## config.mk

```make
export PLATFORM = sky130hd
export DESIGN_NAME = round_seq_ctrl_flat
export DESIGN_NICKNAME = d
export VERILOG_FILES = /design/src/rtl/round_seq_ctrl_pkg.sv /design/src/rtl/round_seq_ctrl_if.sv /design/src/rtl/round_seq_ctrl_watchdog.sv /design/src/rtl/round_seq_ctrl.sv /design/src/flat_wrapper.sv
export SDC_FILE = /design/constraint.sdc
export NUM_CORES = 1
export LEC_CHECK = 0
export BUFFER_PORTS_ARGS = -buffer_cell sky130_fd_sc_hd__buf_2
export CORE_ASPECT_RATIO = 1.25
export CORE_UTILIZATION = 60
export DETAILED_ROUTE_END_ITERATION = 8
export PLACE_DENSITY = 0.95
export SYNTH_ARGS = -nofsm -noshare
export SYNTH_HDL_FRONTEND = slang
export SYNTH_SLANG_ARGS = --single-unit
```

## constraint.sdc

```tcl
create_clock -name clk -period 6.9 [get_ports clk]
set_input_delay 1.035 -clock clk [delete_from_list [all_inputs] [get_ports clk]]
set_output_delay 1.035 -clock clk [all_outputs]
set_load 0.1 [all_outputs]
```

## src/rtl/round_seq_ctrl_pkg.sv

```systemverilog
// round_seq_pkg: shared state encoding, stage indices and default skip masks
// Imported by round_seq_ctrl_if, round_seq_ctrl and the testbench.
package round_seq_pkg;
  localparam int STG_W = 5;
  localparam logic [2:0] ENC_IDLE = 3'd0;
  localparam logic [2:0] ENC_INIT = 3'd1;
  localparam logic [2:0] ENC_SEL = 3'd2;
  localparam logic [2:0] ENC_WAIT = 3'd3;
  localparam logic [2:0] ENC_DONE = 3'd4;
  localparam logic [2:0] ENC_ERR = 3'd5;
  typedef enum logic [2:0] {
    S_IDLE = ENC_IDLE,
    S_INIT = ENC_INIT,
    S_SEL = ENC_SEL,
    S_WAIT = ENC_WAIT,
    S_DONE = ENC_DONE,
    S_ERR = ENC_ERR
  } state_t;
  localparam int STG_TREE = 0;
  localparam int STG_COM = 1;
  localparam int STG_CH = 2;
  localparam int STG_SSL = 3;
  localparam int STG_DETA = 4;
  localparam int STG_CN = 5;
  localparam int STG_CV = 6;
  localparam int STG_AUX = 7;
  // Opened rounds skip the aux stage; hidden rounds skip set_seed_lambda and set_deta.
  localparam logic [7:0] SKIP_LC_DEF = 8'(1 << STG_AUX);
  localparam logic [7:0] SKIP_NLC_DEF = 8'((1 << STG_SSL) | (1 << STG_DETA));
  function automatic logic [7:0] default_skip(input logic lc);
    return lc ? SKIP_LC_DEF : SKIP_NLC_DEF;
  endfunction
endpackage

```

## src/rtl/round_seq_ctrl_if.sv

```systemverilog
// round_seq_ctrl_if: run control, status and per-stage start/end handshake bundle
// master: sequencer side (drives stage_start and status, samples requests and stage_end)
// slave:  host/sub-block side (drives start, abort, num_rounds, lc_mode, skip masks, stage_end)
interface round_seq_ctrl_if
  import round_seq_pkg::*;
#(
  parameter int NUM_STAGES = 8,
  parameter int ROUND_W = 8
);
  logic start;
  logic abort;
  logic [ROUND_W-1:0] num_rounds;
  logic lc_mode;
  logic [NUM_STAGES-1:0] skip_lc;
  logic [NUM_STAGES-1:0] skip_nlc;
  logic [NUM_STAGES-1:0] stage_start;
  logic [NUM_STAGES-1:0] stage_end;
  logic [ROUND_W-1:0] round_idx;
  logic [STG_W-1:0] cur_stage;
  logic busy;
  logic done;
  logic error;
  logic [STG_W-1:0] err_stage;
  modport master (
    input start, abort, num_rounds, lc_mode, skip_lc, skip_nlc, stage_end,
    output stage_start, round_idx, cur_stage, busy, done, error, err_stage
  );
  modport slave (
    output start, abort, num_rounds, lc_mode, skip_lc, skip_nlc, stage_end,
    input stage_start, round_idx, cur_stage, busy, done, error, err_stage
  );
endinterface

```

## src/rtl/round_seq_ctrl_watchdog.sv

```systemverilog
// seq_watchdog: per-stage timeout counter; fire when count reaches TIMEOUT-1 (TIMEOUT=0 disables)
// clk, reset (async active-low), load clears the count, inc advances it, fire is combinational.
module seq_watchdog #(
  parameter int TIMEOUT_W = 16,
  parameter logic [TIMEOUT_W-1:0] TIMEOUT = 16'd4096
) (
  input logic clk,
  input logic reset,
  input logic load,
  input logic inc,
  output logic fire
);
  logic [TIMEOUT_W-1:0] cnt;
  always_ff @(posedge clk or negedge reset)
    if (!reset) cnt <= '0;
    else if (load) cnt <= '0;
    else if (inc) cnt <= cnt + 1'b1;
  assign fire = (TIMEOUT != '0) && (cnt == TIMEOUT - 1'b1);
endmodule

```

## src/rtl/round_seq_ctrl.sv

```systemverilog
// round_seq_ctrl: multi-round sequencer driving handshaked sub-block stages with skips and watchdog
// clk, reset (async active-low) plain ports; everything else on bus (round_seq_ctrl_if.master):
// start/abort/num_rounds/lc_mode/skip masks in, one-hot stage_start out, stage_end in,
// round_idx/cur_stage/busy/done/error/err_stage status out.
module round_seq_ctrl
  import round_seq_pkg::*;
#(
  parameter int NUM_STAGES = 8,
  parameter int ROUND_W = 8,
  parameter int TIMEOUT_W = 16,
  parameter logic [TIMEOUT_W-1:0] TIMEOUT = 16'd4096
) (
  input logic clk,
  input logic reset,
  round_seq_ctrl_if.master bus
);
  localparam int SW = NUM_STAGES > 1 ? $clog2(NUM_STAGES) : 1;
  state_t state, state_nx;
  logic [ROUND_W-1:0] nr_q, nr_nx, ridx_q, ridx_nx;
  logic [NUM_STAGES-1:0] mask_q, mask_nx, ss_q, ss_nx;
  logic [STG_W-1:0] stg_q, stg_nx, es_q, es_nx;
  logic done_q, done_nx, err_q, err_nx;
  logic adv, wd_load, wd_inc, wd_fire;
  logic [SW-1:0] sidx;
  assign sidx = stg_q[SW-1:0];
  seq_watchdog #(.TIMEOUT_W(TIMEOUT_W), .TIMEOUT(TIMEOUT)) u_wd (
    .clk(clk),
    .reset(reset),
    .load(wd_load),
    .inc(wd_inc),
    .fire(wd_fire)
  );
  always_ff @(posedge clk or negedge reset)
    if (!reset) begin
      state <= S_IDLE;
      nr_q <= '0;
      ridx_q <= '0;
      mask_q <= '0;
      stg_q <= '0;
      ss_q <= '0;
      done_q <= 1'b0;
      err_q <= 1'b0;
      es_q <= '0;
    end else begin
      state <= state_nx;
      nr_q <= nr_nx;
      ridx_q <= ridx_nx;
      mask_q <= mask_nx;
      stg_q <= stg_nx;
      ss_q <= ss_nx;
      done_q <= done_nx;
      err_q <= err_nx;
      es_q <= es_nx;
    end
  always_comb begin
    state_nx = state;
    nr_nx = nr_q;
    ridx_nx = ridx_q;
    mask_nx = mask_q;
    stg_nx = stg_q;
    ss_nx = ss_q;
    done_nx = done_q;
    err_nx = err_q;
    es_nx = es_q;
    adv = 1'b0;
    wd_load = 1'b0;
    wd_inc = 1'b0;
    case (state)
      S_IDLE: begin
        if (!bus.start) begin
          done_nx = 1'b0;
          err_nx = 1'b0;
        end else if (!done_q && !err_q) begin
          nr_nx = bus.num_rounds;
          ridx_nx = '0;
          state_nx = bus.num_rounds == '0 ? S_DONE : S_INIT;
        end
      end
      // The mask is frozen here so mode/mask changes only take effect at the next round.
      S_INIT: begin
        mask_nx = bus.lc_mode ? bus.skip_lc : bus.skip_nlc;
        stg_nx = '0;
        state_nx = S_SEL;
      end
      S_SEL: begin
        adv = mask_q[sidx];
        if (!mask_q[sidx]) begin
          ss_nx = NUM_STAGES'(1) << sidx;
          wd_load = 1'b1;
          state_nx = S_WAIT;
        end
      end
      S_WAIT: begin
        adv = bus.stage_end[sidx];
        wd_inc = !bus.stage_end[sidx];
        if (bus.stage_end[sidx]) ss_nx = '0;
        else if (wd_fire) begin
          ss_nx = '0;
          err_nx = 1'b1;
          es_nx = stg_q;
          state_nx = S_ERR;
        end
      end
      S_DONE: begin
        done_nx = 1'b1;
        state_nx = S_IDLE;
      end
      S_ERR: begin
        if (!bus.start) begin
          err_nx = 1'b0;
          state_nx = S_IDLE;
        end
      end
      default: state_nx = S_IDLE;
    endcase
    if (adv) begin
      if (stg_q != STG_W'(NUM_STAGES - 1)) begin
        stg_nx = stg_q + 1'b1;
        state_nx = S_SEL;
      end else if (ridx_q == nr_q - 1'b1) state_nx = S_DONE;
      else begin
        ridx_nx = ridx_q + 1'b1;
        state_nx = S_INIT;
      end
    end
    // Abort overrides every transition, including a stage end that would finish the run.
    if (bus.abort) begin
      state_nx = S_IDLE;
      ss_nx = '0;
      done_nx = done_q & bus.start;
      err_nx = err_q & bus.start;
      es_nx = es_q;
    end
  end
  assign bus.stage_start = ss_q;
  assign bus.round_idx = ridx_q;
  assign bus.cur_stage = stg_q;
  assign bus.busy = state inside {S_INIT, S_SEL, S_WAIT};
  assign bus.done = done_q;
  assign bus.error = err_q;
  assign bus.err_stage = es_q;
endmodule

```

## src/flat_wrapper.sv

```systemverilog
// flat-port wrapper written by rule: the top's interface ports become plain ports
module round_seq_ctrl_flat import round_seq_pkg::*;
#(
  parameter int NUM_STAGES = 8,
  parameter int ROUND_W = 8,
  parameter int TIMEOUT_W = 16,
  parameter logic [TIMEOUT_W-1:0] TIMEOUT = 16'd4096
)
  (clk, reset, bus_start, bus_abort, bus_num_rounds, bus_lc_mode, bus_skip_lc, bus_skip_nlc, bus_stage_end, bus_stage_start, bus_round_idx, bus_cur_stage, bus_busy, bus_done, bus_error, bus_err_stage);
  round_seq_ctrl_if #(.NUM_STAGES(NUM_STAGES), .ROUND_W(ROUND_W)) bus_i ();
  input logic clk;
  input logic reset;
  input wire logic [$bits(bus_i.start)-1:0] bus_start;
  input wire logic [$bits(bus_i.abort)-1:0] bus_abort;
  input wire logic [$bits(bus_i.num_rounds)-1:0] bus_num_rounds;
  input wire logic [$bits(bus_i.lc_mode)-1:0] bus_lc_mode;
  input wire logic [$bits(bus_i.skip_lc)-1:0] bus_skip_lc;
  input wire logic [$bits(bus_i.skip_nlc)-1:0] bus_skip_nlc;
  input wire logic [$bits(bus_i.stage_end)-1:0] bus_stage_end;
  output wire logic [$bits(bus_i.stage_start)-1:0] bus_stage_start;
  output wire logic [$bits(bus_i.round_idx)-1:0] bus_round_idx;
  output wire logic [$bits(bus_i.cur_stage)-1:0] bus_cur_stage;
  output wire logic [$bits(bus_i.busy)-1:0] bus_busy;
  output wire logic [$bits(bus_i.done)-1:0] bus_done;
  output wire logic [$bits(bus_i.error)-1:0] bus_error;
  output wire logic [$bits(bus_i.err_stage)-1:0] bus_err_stage;
  assign bus_i.start = bus_start;
  assign bus_i.abort = bus_abort;
  assign bus_i.num_rounds = bus_num_rounds;
  assign bus_i.lc_mode = bus_lc_mode;
  assign bus_i.skip_lc = bus_skip_lc;
  assign bus_i.skip_nlc = bus_skip_nlc;
  assign bus_i.stage_end = bus_stage_end;
  assign bus_stage_start = bus_i.stage_start;
  assign bus_round_idx = bus_i.round_idx;
  assign bus_cur_stage = bus_i.cur_stage;
  assign bus_busy = bus_i.busy;
  assign bus_done = bus_i.done;
  assign bus_error = bus_i.error;
  assign bus_err_stage = bus_i.err_stage;
  round_seq_ctrl #(.NUM_STAGES(NUM_STAGES), .ROUND_W(ROUND_W), .TIMEOUT_W(TIMEOUT_W), .TIMEOUT(TIMEOUT)) u_core (.clk(clk), .reset(reset), .bus(bus_i));
endmodule
```

==> results.sh, run 1 <==
export IMPL_status="finished, violations left"
export IMPL_violations="design-rule violations"
export IMPL_layout_drive_gt1_share=0.244
export IMPL_synth_warnings=0
export IMPL_start_util=0.620
export IMPL_mostFrequentLayoutCells="65 x buf_2, 63 x dfrtp_1, 36 x nand2_1"
export IMPL_slew_viol_final=0
export IMPL_cts_htree_levels=3
export IMPL_rows=31
export IMPL_final_util=0.704
export IMPL_preCtsSetupSlack_ns=3.99
export IMPL_cts_sinks=63
export IMPL_synth_seq_area_share=0.440
export IMPL_cts_buffers=9
export IMPL_maxCapViolations=0
export IMPL_synthToLayoutAreaGrowth_pct=13.7
export IMPL_hold_buffers=0
export IMPL_fin_total_pwr_mw=1.30
export IMPL_cp_max_fo=8
export IMPL_die_area_mm2=0.00628
export IMPL_cp_required_ns=7.16
export IMPL_finClkSkew_ns=0.00712
export IMPL_rsz0062_at_grt="false"
export IMPL_syn_avg_cell_area_um2=9.86
export IMPL_gp_congestion=0.790
export IMPL_post_synth_top_area_cell="dfrtp_1"
export IMPL_grt_pass1_wl_um=12800
export IMPL_grt_max_degree=64
export IMPL_nNetsFinal=471
export IMPL_async_reset_ff_frac=1.00
export IMPL_avgRoutedWirePerCell_um=16.0
export IMPL_overflow=0
export IMPL_clk_latency_ns=0.34
export IMPL_fin_crit_sh=0.391
export IMPL_hold_viol_final=0
export IMPL_synth_area_mm2=0.00358
export IMPL_post_cts_setup_buffers=0
export IMPL_drtIter0Drc=329
export IMPL_num_fill_cells=400
export IMPL_grt_pass1_vias=2767
export IMPL_cp_slowest_cell="o21ai_0"
export IMPL_power_density_mw_per_mm2=319
export IMPL_hold_class="reg2reg"
export IMPL_die_y_um=88.4
export IMPL_start_kind="register"
export IMPL_path_cells="inv_1 > ha_1 > or3b_2 > a21o_1 > a31oi_1 > o22ai_1 > o21ai_0 > mux2i_1"
export IMPL_path_clk_slew_ns=0.07
export IMPL_mostFrequentLayoutCell="buf_2"
export IMPL_crit_arrival_ns=2.96
export IMPL_ir_worst_vdd_uv=181
export IMPL_post_cts_resize_count=0
export IMPL_antennaDiodeCount=0
export IMPL_numPortBuffers=65
export IMPL_synthCells=363
export IMPL_fin_ws_ns=4.20
export IMPL_path_class="reg2reg"
export IMPL_post_dp_hpwl_um=5290
export IMPL_clockRootBuffer="clkbuf_8"
export IMPL_slew_headroom=0.479
export IMPL_worst_setup_path_end_kind="register"
export IMPL_synth_area_top_cells="dfrtp_1 44%, mux2i_1 7.8%, mux2_2 4.1%"
export IMPL_antenna_found_initial=0
export IMPL_io_pins=66
export IMPL_post_route_drc_count=1
export IMPL_synth_edf_count=0
export IMPL_cts_path_max_buffers=2
export IMPL_finalWorstPathRequiredPeriod_ns=2.70
export IMPL_grt_use_total=0.264
export IMPL_tritoncts="yes"
export IMPL_worst_path_largest_cell_delay_ns=0.60
export IMPL_tightest_slew_ns=0.782
export IMPL_fin_tns_setup_ns=0
export IMPL_critPathTopFamily="compound AO/OA/AOI/OAI gates"
export IMPL_finalSetupViolations=0
export IMPL_antenna_left=0
export IMPL_die_w_um=71.1
export IMPL_vias=3067
export IMPL_drt_wl_total_um=7960
export IMPL_synth_cell_types=54
export IMPL_power_leakage_nw=1.94
export IMPL_synth_fp_nets=409
export IMPL_drt_pass1_iter_count=7
export IMPL_synth_seq_cells=63
export IMPL_synthFlopType="dfrtp_1"
export IMPL_crit_buf_inv=1
export IMPL_fmax_ghz=0.371
export IMPL_yosysTopAreaCellShare=0.440
export IMPL_routed_via_density=6.18
export IMPL_core_mm2=0.00578
==> kinds of logic (layout without fill, tap and decap cells) <==
logic type / Yosys count / in the layout / share of synthesized area
adder cells (fa/ha/maj): 9 / 9 / 0.0314
AO/OA/AOI/OAI: 56 / 56 / 0.0929
flip-flops: 63 / 63 / 0.440
buffers and inverters: 27 / 94 / 0.0479
AND/OR/NAND/NOR: 147 / 147 / 0.212
multiplexers: 43 / 43 / 0.132
XOR/XNOR: 18 / 18 / 0.0440
==> per-layer routing <==
layer / routed length [um] / global-route usage / vias to the layer above / share of wire
met5: 0 / 0 / - / 0
met4: 207 / 0.125 / 0 / 0.026
met3: 451 / 0.0490 / 20 / 0.057
met2: 4160 / 0.447 / 117 / 0.52
met1: 3140 / 0.329 / 1497 / 0.40
li1: - / - / 1433 / -
==> final timing paths <==
check	depth (start not counted)	slack, ns	to	start
worst max-delay path	8	4.20	u_core.bus.round_idx[1]$_DFF_PN0_	u_core.nr_q[0]$_DFFE_PN0P_
worst min register to register	2	0.50	u_core.mask_q[1]$_DFFE_PN0P_	u_core.mask_q[1]$_DFFE_PN0P_
max in group asynchronous	2	5.53	u_core.bus.err_stage[4]$_DFFE_PN0P_	reset
worst max register to register	8	4.20	u_core.bus.round_idx[1]$_DFF_PN0_	u_core.nr_q[0]$_DFFE_PN0P_
min in group asynchronous	2	0.85	u_core.u_wd.cnt[14]$_DFFE_PN0P_	reset
worst min-delay path	2	0.50	u_core.mask_q[1]$_DFFE_PN0P_	u_core.mask_q[1]$_DFFE_PN0P_
==> through the flow <==
stage               hold slack, ns  cell area, um^2  std cells
finish                       0.495             4070        496
detailed placement           0.475             3870        480
global route                 0.512             4070        496
CTS                          0.492             4070        496
floorplan                    0.449             3580        363
global placement             0.461             3870        480
==> tightest hold or removal path: cells and delay by family, from the launching register on <==
family | cells | cell delay [ns]
AND/OR/NAND/NOR | 1 | 0.05
flip-flops | 1 | 0.35
AO/OA/AOI/OAI | 1 | 0.06
==> cells in the mapped netlist, drive strengths merged, types with 3 or more instances <==
master,n
nor2,23
clkbuf,8
a21oi,12
inv,11
nor3,11
o21ai,25
xnor2,9
dfrtp,63
o22ai,3
nand3,17
nand2,37
mux2,13
nand2b,10
and3,5
nand4,14
buf,7
mux2i,28
nor4,7
and2,3
ha,9
or3,6
xor2,9
==> flip-flops by register name (all words and copies together), names as in the netlist <==
register / count
u_core.bus.cur_stage: 5
u_core.bus.err_stage: 5
u_core.u_wd.cnt: 16
u_core.nr_q: 8
u_core.bus.error: 1
u_core.bus.round_idx: 8
u_core.mask_q: 8
u_core.state: 3
u_core.bus.done: 1
u_core.bus.stage_start: 8
==> power breakdown <==
part	total (mW)	leakage [nW]	internal (mW)	switching [mW]
registers	0.517	0.845	0.433	0.0838
logic	0.459	0.997	0.168	0.291
clock network	0.323	0.0981	0.175	0.148
==> final cells by class <==
cell class | instances | area, um^2 | area share
clock buffer | 10 | 138 | 0.0338
inverter | 11 | 41.3 | 0.0101
clock inverter | 6 | 60.1 | 0.0148
multi-input combinational | 273 | 1830 | 0.450
tap | 66 | 82.6 | 0.0203
sequential | 63 | 1580 | 0.387
timing repair buffer | 67 | 340 | 0.0836
Power figures use the tool's default switching activity.
==> run 2, diff against run 1 <==
--- a/config.mk
+++ b/config.mk
@@ -7,9 +7,9 @@
 export LEC_CHECK = 0
 export BUFFER_PORTS_ARGS = -buffer_cell sky130_fd_sc_hd__buf_2
 export CORE_ASPECT_RATIO = 1.25
-export CORE_UTILIZATION = 60
+export CORE_UTILIZATION = 56
 export DETAILED_ROUTE_END_ITERATION = 8
-export PLACE_DENSITY = 0.95
+export PLACE_DENSITY = 0.92
 export SYNTH_ARGS = -nofsm -noshare
 export SYNTH_HDL_FRONTEND = slang
 export SYNTH_SLANG_ARGS = --single-unit
==> constraint.sdc (replaced) <==
create_clock -name clk -period 2.6 [get_ports clk]
set_input_delay 0.39 -clock clk [delete_from_list [all_inputs] [get_ports clk]]
set_output_delay 0.39 -clock clk [all_outputs]
set_load 0.1 [all_outputs]
==> results.sh, run 2 (synthesized netlist as in run 1, its figures left out) <==
export IMPL_status="complete, no violations"
export IMPL_start_util=0.581
export IMPL_fin_crit_sh=0.962
export IMPL_rsz0062_at_grt="false"
export IMPL_dr_wl_met3_um=428
export IMPL_synthToLayoutAreaGrowth_pct=17.1
export IMPL_highest_layer="met4"
export IMPL_numPortBuffers=65
export IMPL_layout_drive_gt1_share=0.261
export IMPL_cts_sinks=63
export IMPL_vias=3051
export IMPL_slew_viol_final=0
export IMPL_rows=32
export IMPL_largest_reg_flops=16
export IMPL_antenna_left=0
export IMPL_tritoncts="yes"
export IMPL_cp_required_ns=2.88
export IMPL_mostFrequentLayoutCells="65 x buf_2, 61 x dfrtp_1, 36 x nand2_1"
export IMPL_antenna_found_initial=0
export IMPL_finClkSkew_ns=0.0149
export IMPL_drtIter0Drc=197
export IMPL_hold_viol_final=0
export IMPL_finalWorstPathRequiredPeriod_ns=2.50
export IMPL_largest_register="u_core.u_wd.cnt"
export IMPL_grt_pass1_vias=2990
export IMPL_layout_cells_non_filler=521
export IMPL_worst_setup_path_end_kind="register"
export IMPL_cp_max_fo=6
export IMPL_overflow=0
export IMPL_post_route_drc_count=0
export IMPL_core_mm2=0.00617
export IMPL_hold_buffers=0
export IMPL_clockRootBuffer="clkbuf_8"
export IMPL_die_area_mm2=0.00672
export IMPL_power_leakage_nw=1.99
export IMPL_start_kind="register"
export IMPL_ff2ff_path_depth=9
export IMPL_power_density_mw_per_mm2=857
export IMPL_fin_total_pwr_mw=3.60
export IMPL_multi_input_area_mm2=0.00185
export IMPL_fmax_ghz=0.400
export IMPL_io_pins=66
export IMPL_crit_arrival_ns=2.78
export IMPL_path_clk_slew_ns=0.08
export IMPL_routed_via_density=5.86
export IMPL_clk_latency_ns=0.36
export IMPL_dp_cells=504
export IMPL_num_fill_cells=460
export IMPL_drt_wl_total_um=8560
export IMPL_cts_buffers=9
export IMPL_slew_headroom=0.523
export IMPL_hold_class="in2async"
export IMPL_post_dp_hpwl_um=5800
export IMPL_wl_met2_um=4570
export IMPL_drt_pass1_iter_count=4
export IMPL_cts_path_max_buffers=2
export IMPL_mostFrequentLayoutCell="buf_2"
export IMPL_gp_congestion=0.816
export IMPL_nNetsFinal=477
export IMPL_avgRoutedWirePerCell_um=16.4
export IMPL_seq_area_mm2=0.00158
export IMPL_finalSetupViolations=0
export IMPL_grt_pass1_wl_um=13900
export IMPL_die_y_um=91.4
export IMPL_die_w_um=73.5
export IMPL_antennaDiodeCount=0
export IMPL_grt_use_total=0.271
export IMPL_ir_worst_vdd_uv=634
export IMPL_drt_met1_wl_um=3370
export IMPL_grt_max_degree=42
export IMPL_cts_htree_levels=3
export IMPL_maxCapViolations=0
export IMPL_path_class="reg2reg"
export IMPL_tightest_slew_ns=0.716
## run 2: repair_timing
action / 4_1_cts / 5_1_grt
buffers inserted: 0 / 1
endpoints found under the setup margin: 0 / 7
resized for setup: 0 / 3
## run 2: worst paths after layout
check	slack (ns)	startpoint	to
max	0.1	u_core.nr_q[0]$_DFFE_PN0P_	u_core.bus.round_idx[0]$_DFF_PN0_
min	0.02	reset	u_core.u_wd.cnt[7]$_DFFE_PN0P_
max reg2reg	0.1	u_core.nr_q[0]$_DFFE_PN0P_	u_core.bus.round_idx[0]$_DFF_PN0_
min reg2reg	0.48	u_core.mask_q[6]$_DFFE_PN0P_	u_core.mask_q[6]$_DFFE_PN0P_
max in group asynchronous	1.99	reset	u_core.bus.round_idx[7]$_DFF_PN0_
min in group clk	0.28	bus_num_rounds[7]	u_core.nr_q[7]$_DFFE_PN0P_
## run 2: cell type report
type                       count  area share
clock buffer                  12      0.0370
clock inverter                 4      0.0128
inverter                      11     0.00984
multi-input combinational    273       0.440
sequential                    63       0.377
tap                           85      0.0254
timing repair buffer          73      0.0979
## run 2: power breakdown
part           internal [mW]  leakage [nW]  switching, mW
combinational          0.501          1.05          0.843
clock                  0.497        0.0988          0.403
sequential              1.15         0.841          0.198
## run 2: layer usage
layer,track usage,vias up
met4,0.120,0
met1,0.316,1485
met2,0.465,105
met3,0.0599,17
met5,0,-
li1,-,1444
## run 2: per-stage QoR
step / hold WS (ns) / TNS [ns] / utilization / setup slack (ns) / cell area, um^2
after global placement: 0.404 / 0 / 0.641 / 0.256 / 3950
after detailed placement: 0.395 / 0 / 0.641 / 0.112 / 3950
final: 0.0188 / 0 / 0.680 / 0.0987 / 4190
after global routing: 0.0559 / 0 / 0.680 / 0.00903 / 4190
after floorplan: 0.0944 / -0.0159 / - / -0.0159 / 3590
after CTS: 0.0210 / 0 / 0.675 / 0.0546 / 4160
## run 2: critical path, stage by stage (launching register included)
cell	delay, ns
dfrtp_1	0.44
inv_1	0.10
ha_1	0.21
or3b_2	0.50
a21o_1	0.17
a31oi_1	0.22
o22ai_2	0.14
buf_12	0.16
o21ai_1	0.25
mux2i_1	0.23
==> run 3, diff against run 2 <==
--- a/config.mk
+++ b/config.mk
@@ -7,9 +7,9 @@
 export LEC_CHECK = 0
 export BUFFER_PORTS_ARGS = -buffer_cell sky130_fd_sc_hd__buf_2
 export CORE_ASPECT_RATIO = 1.25
-export CORE_UTILIZATION = 56
+export CORE_UTILIZATION = 55
 export DETAILED_ROUTE_END_ITERATION = 8
-export PLACE_DENSITY = 0.92
+export PLACE_DENSITY = 0.91
 export SYNTH_ARGS = -nofsm -noshare
 export SYNTH_HDL_FRONTEND = slang
 export SYNTH_SLANG_ARGS = --single-unit
==> results.sh, run 3 (synthesized netlist as in run 1, its figures left out) <==
export IMPL_post_dp_hpwl_um=5790
export IMPL_grt_use_total=0.262
export IMPL_nNetsFinal=478
export IMPL_post_route_drc_count=0
export IMPL_cts_buffers=9
export IMPL_io_pins=66
export IMPL_finalSetupViolations=0
export IMPL_path_class="reg2reg"
export IMPL_status="complete, no violations"
export IMPL_routed_via_density=5.87
export IMPL_die_y_um=92.2
export IMPL_avgRoutedWirePerCell_um=15.7
export IMPL_antenna_left=0
export IMPL_slew_headroom=0.487
export IMPL_start_kind="register"
export IMPL_cts_htree_levels=3
export IMPL_maxCapViolations=0
export IMPL_slew_viol_final=0
export IMPL_cp_slowest_cell="or3b_2"
export IMPL_die_area_mm2=0.00684
export IMPL_clk_latency_ns=0.35
export IMPL_power_density_mw_per_mm2=829
export IMPL_core_mm2=0.00625
export IMPL_num_fill_cells=500
export IMPL_largest_register="u_core.u_wd.cnt"
export IMPL_grt_pass1_wl_um=13600
export IMPL_grt_pass1_vias=2974
export IMPL_fin_tns_setup_ns=0
export IMPL_fin_area_mm2=0.00414
export IMPL_gp_congestion=0.792
export IMPL_worst_setup_path_end_kind="register"
export IMPL_cp_max_fo=8
export IMPL_largest_reg_flops=16
export IMPL_critical_path_startpoint="u_core.nr_q[0]$_DFFE_PN0P_"
export IMPL_start_util=0.573
export IMPL_cts_sinks=63
export IMPL_tritoncts="yes"
export IMPL_drtIter0Drc=207
export IMPL_ir_worst_vdd_uv=703
export IMPL_drt_pass1_iter_count=4
export IMPL_grt_max_degree=32
export IMPL_tightest_slew_ns=0.764
export IMPL_path_clk_slew_ns=0.07
export IMPL_synthToLayoutAreaGrowth_pct=15.6
export IMPL_clockRootBuffer="clkbuf_8"
export IMPL_power_leakage_nw=1.97
export IMPL_numPortBuffers=65
export IMPL_critPathTopFamily="simple AND/OR/NAND/NOR gates"
export IMPL_antennaDiodeCount=0
export IMPL_cp_required_ns=2.86
export IMPL_worst_path_largest_cell_delay_ns=0.50
export IMPL_crit_buf_inv=1
export IMPL_die_w_um=74.2
export IMPL_hold_viol_final=0
export IMPL_mostFrequentLayoutCells="65 x buf_2, 61 x dfrtp_1, 36 x nand2_1"
export IMPL_finClkSkew_ns=0.00662
export IMPL_drt_wl_total_um=8170
export IMPL_fmax_ghz=0.407
export IMPL_antenna_found_initial=0
export IMPL_layout_drive_gt1_share=0.257
export IMPL_worstHoldStart="bus_num_rounds[4]"
export IMPL_vias=3056
export IMPL_finalWorstPathRequiredPeriod_ns=2.46
export IMPL_path_cells="inv_1 > ha_1 > or3b_2 > a21o_1 > a31oi_1 > o22ai_1 > or4_1 > a31oi_1"
export IMPL_crit_arrival_ns=2.72
export IMPL_rows=32
export IMPL_final_util=0.663
export IMPL_rsz0062_at_grt="false"
export IMPL_fin_crit_sh=0.945
export IMPL_crit_top_cell="a31oi_1"
export IMPL_r2r_start="u_core.nr_q[0]$_DFFE_PN0P_"
export IMPL_cts_path_max_buffers=2
export IMPL_mostFrequentLayoutCell="buf_2"
export IMPL_hold_class="in2reg"
export IMPL_hold_ws_ns=0.288
export IMPL_dpl_instance_area_mm2=0.00395
export IMPL_overflow=0
==> run 3: worst paths after layout <==
check / endpoint / slack, ns / cells past startpoint
worst max-delay path: u_core.state[2]$_DFFE_PN0P_ / 0.14 / 8
worst min-delay path: u_core.nr_q[4]$_DFFE_PN0P_ / 0.29 / 2
worst max register to register: u_core.state[2]$_DFFE_PN0P_ / 0.14 / 8
worst min register to register: u_core.mask_q[4]$_DFFE_PN0P_ / 0.49 / 2
max in group asynchronous: u_core.state[2]$_DFFE_PN0P_ / 1.34 / 3
min in group asynchronous: u_core.bus.stage_start[5]$_DFFE_PN0P_ / 0.51 / 2
==> run 3: where the power goes <==
| part | switching [mW] | leakage (nW) | total, mW | internal (mW) |
|---|---|---|---|---|
| Sequential | 0.185 | 0.841 | 1.34 | 1.15 |
| Clock | 0.375 | 0.0942 | 0.790 | 0.415 |
| Combinational | 0.825 | 1.03 | 1.30 | 0.478 |
==> run 3: through the flow <==
| stage | std cells | power, mW | setup slack, ns |
|---|---|---|---|
| after floorplan | 363 | 2.38 | -0.0159 |
| after global placement | 505 | 2.56 | 0.236 |
| after detailed placement | 505 | 2.63 | 0.164 |
| after CTS | 521 | 3.43 | 0.145 |
| after global routing | 521 | 3.62 | 0.0388 |
| final | 521 | 3.43 | 0.142 |
==> run 3: repair_timing <==
item	CTS	global route
buffers inserted	0	0
endpoints found under the hold margin	16	0
setup endpoints to repair	0	2
hold buffers	1	0
resized for setup	0	1
==> run 3: layout make-up <==
class	count	area, um^2	share of cell area
clock buffer	12	165	0.0399
sequential	63	1580	0.382
inverter	11	41.3	0.00997
clock inverter	3	17.5	0.00423
tap	85	106	0.0257
timing repair buffer	74	395	0.0955
multi-input combinational	273	1830	0.443
==> run 3: layer usage <==
metal,GRT usage,share of wire
met3,0.0473,0.044
met5,0,0
met1,0.327,0.42
met2,0.432,0.52
met4,0.122,0.024
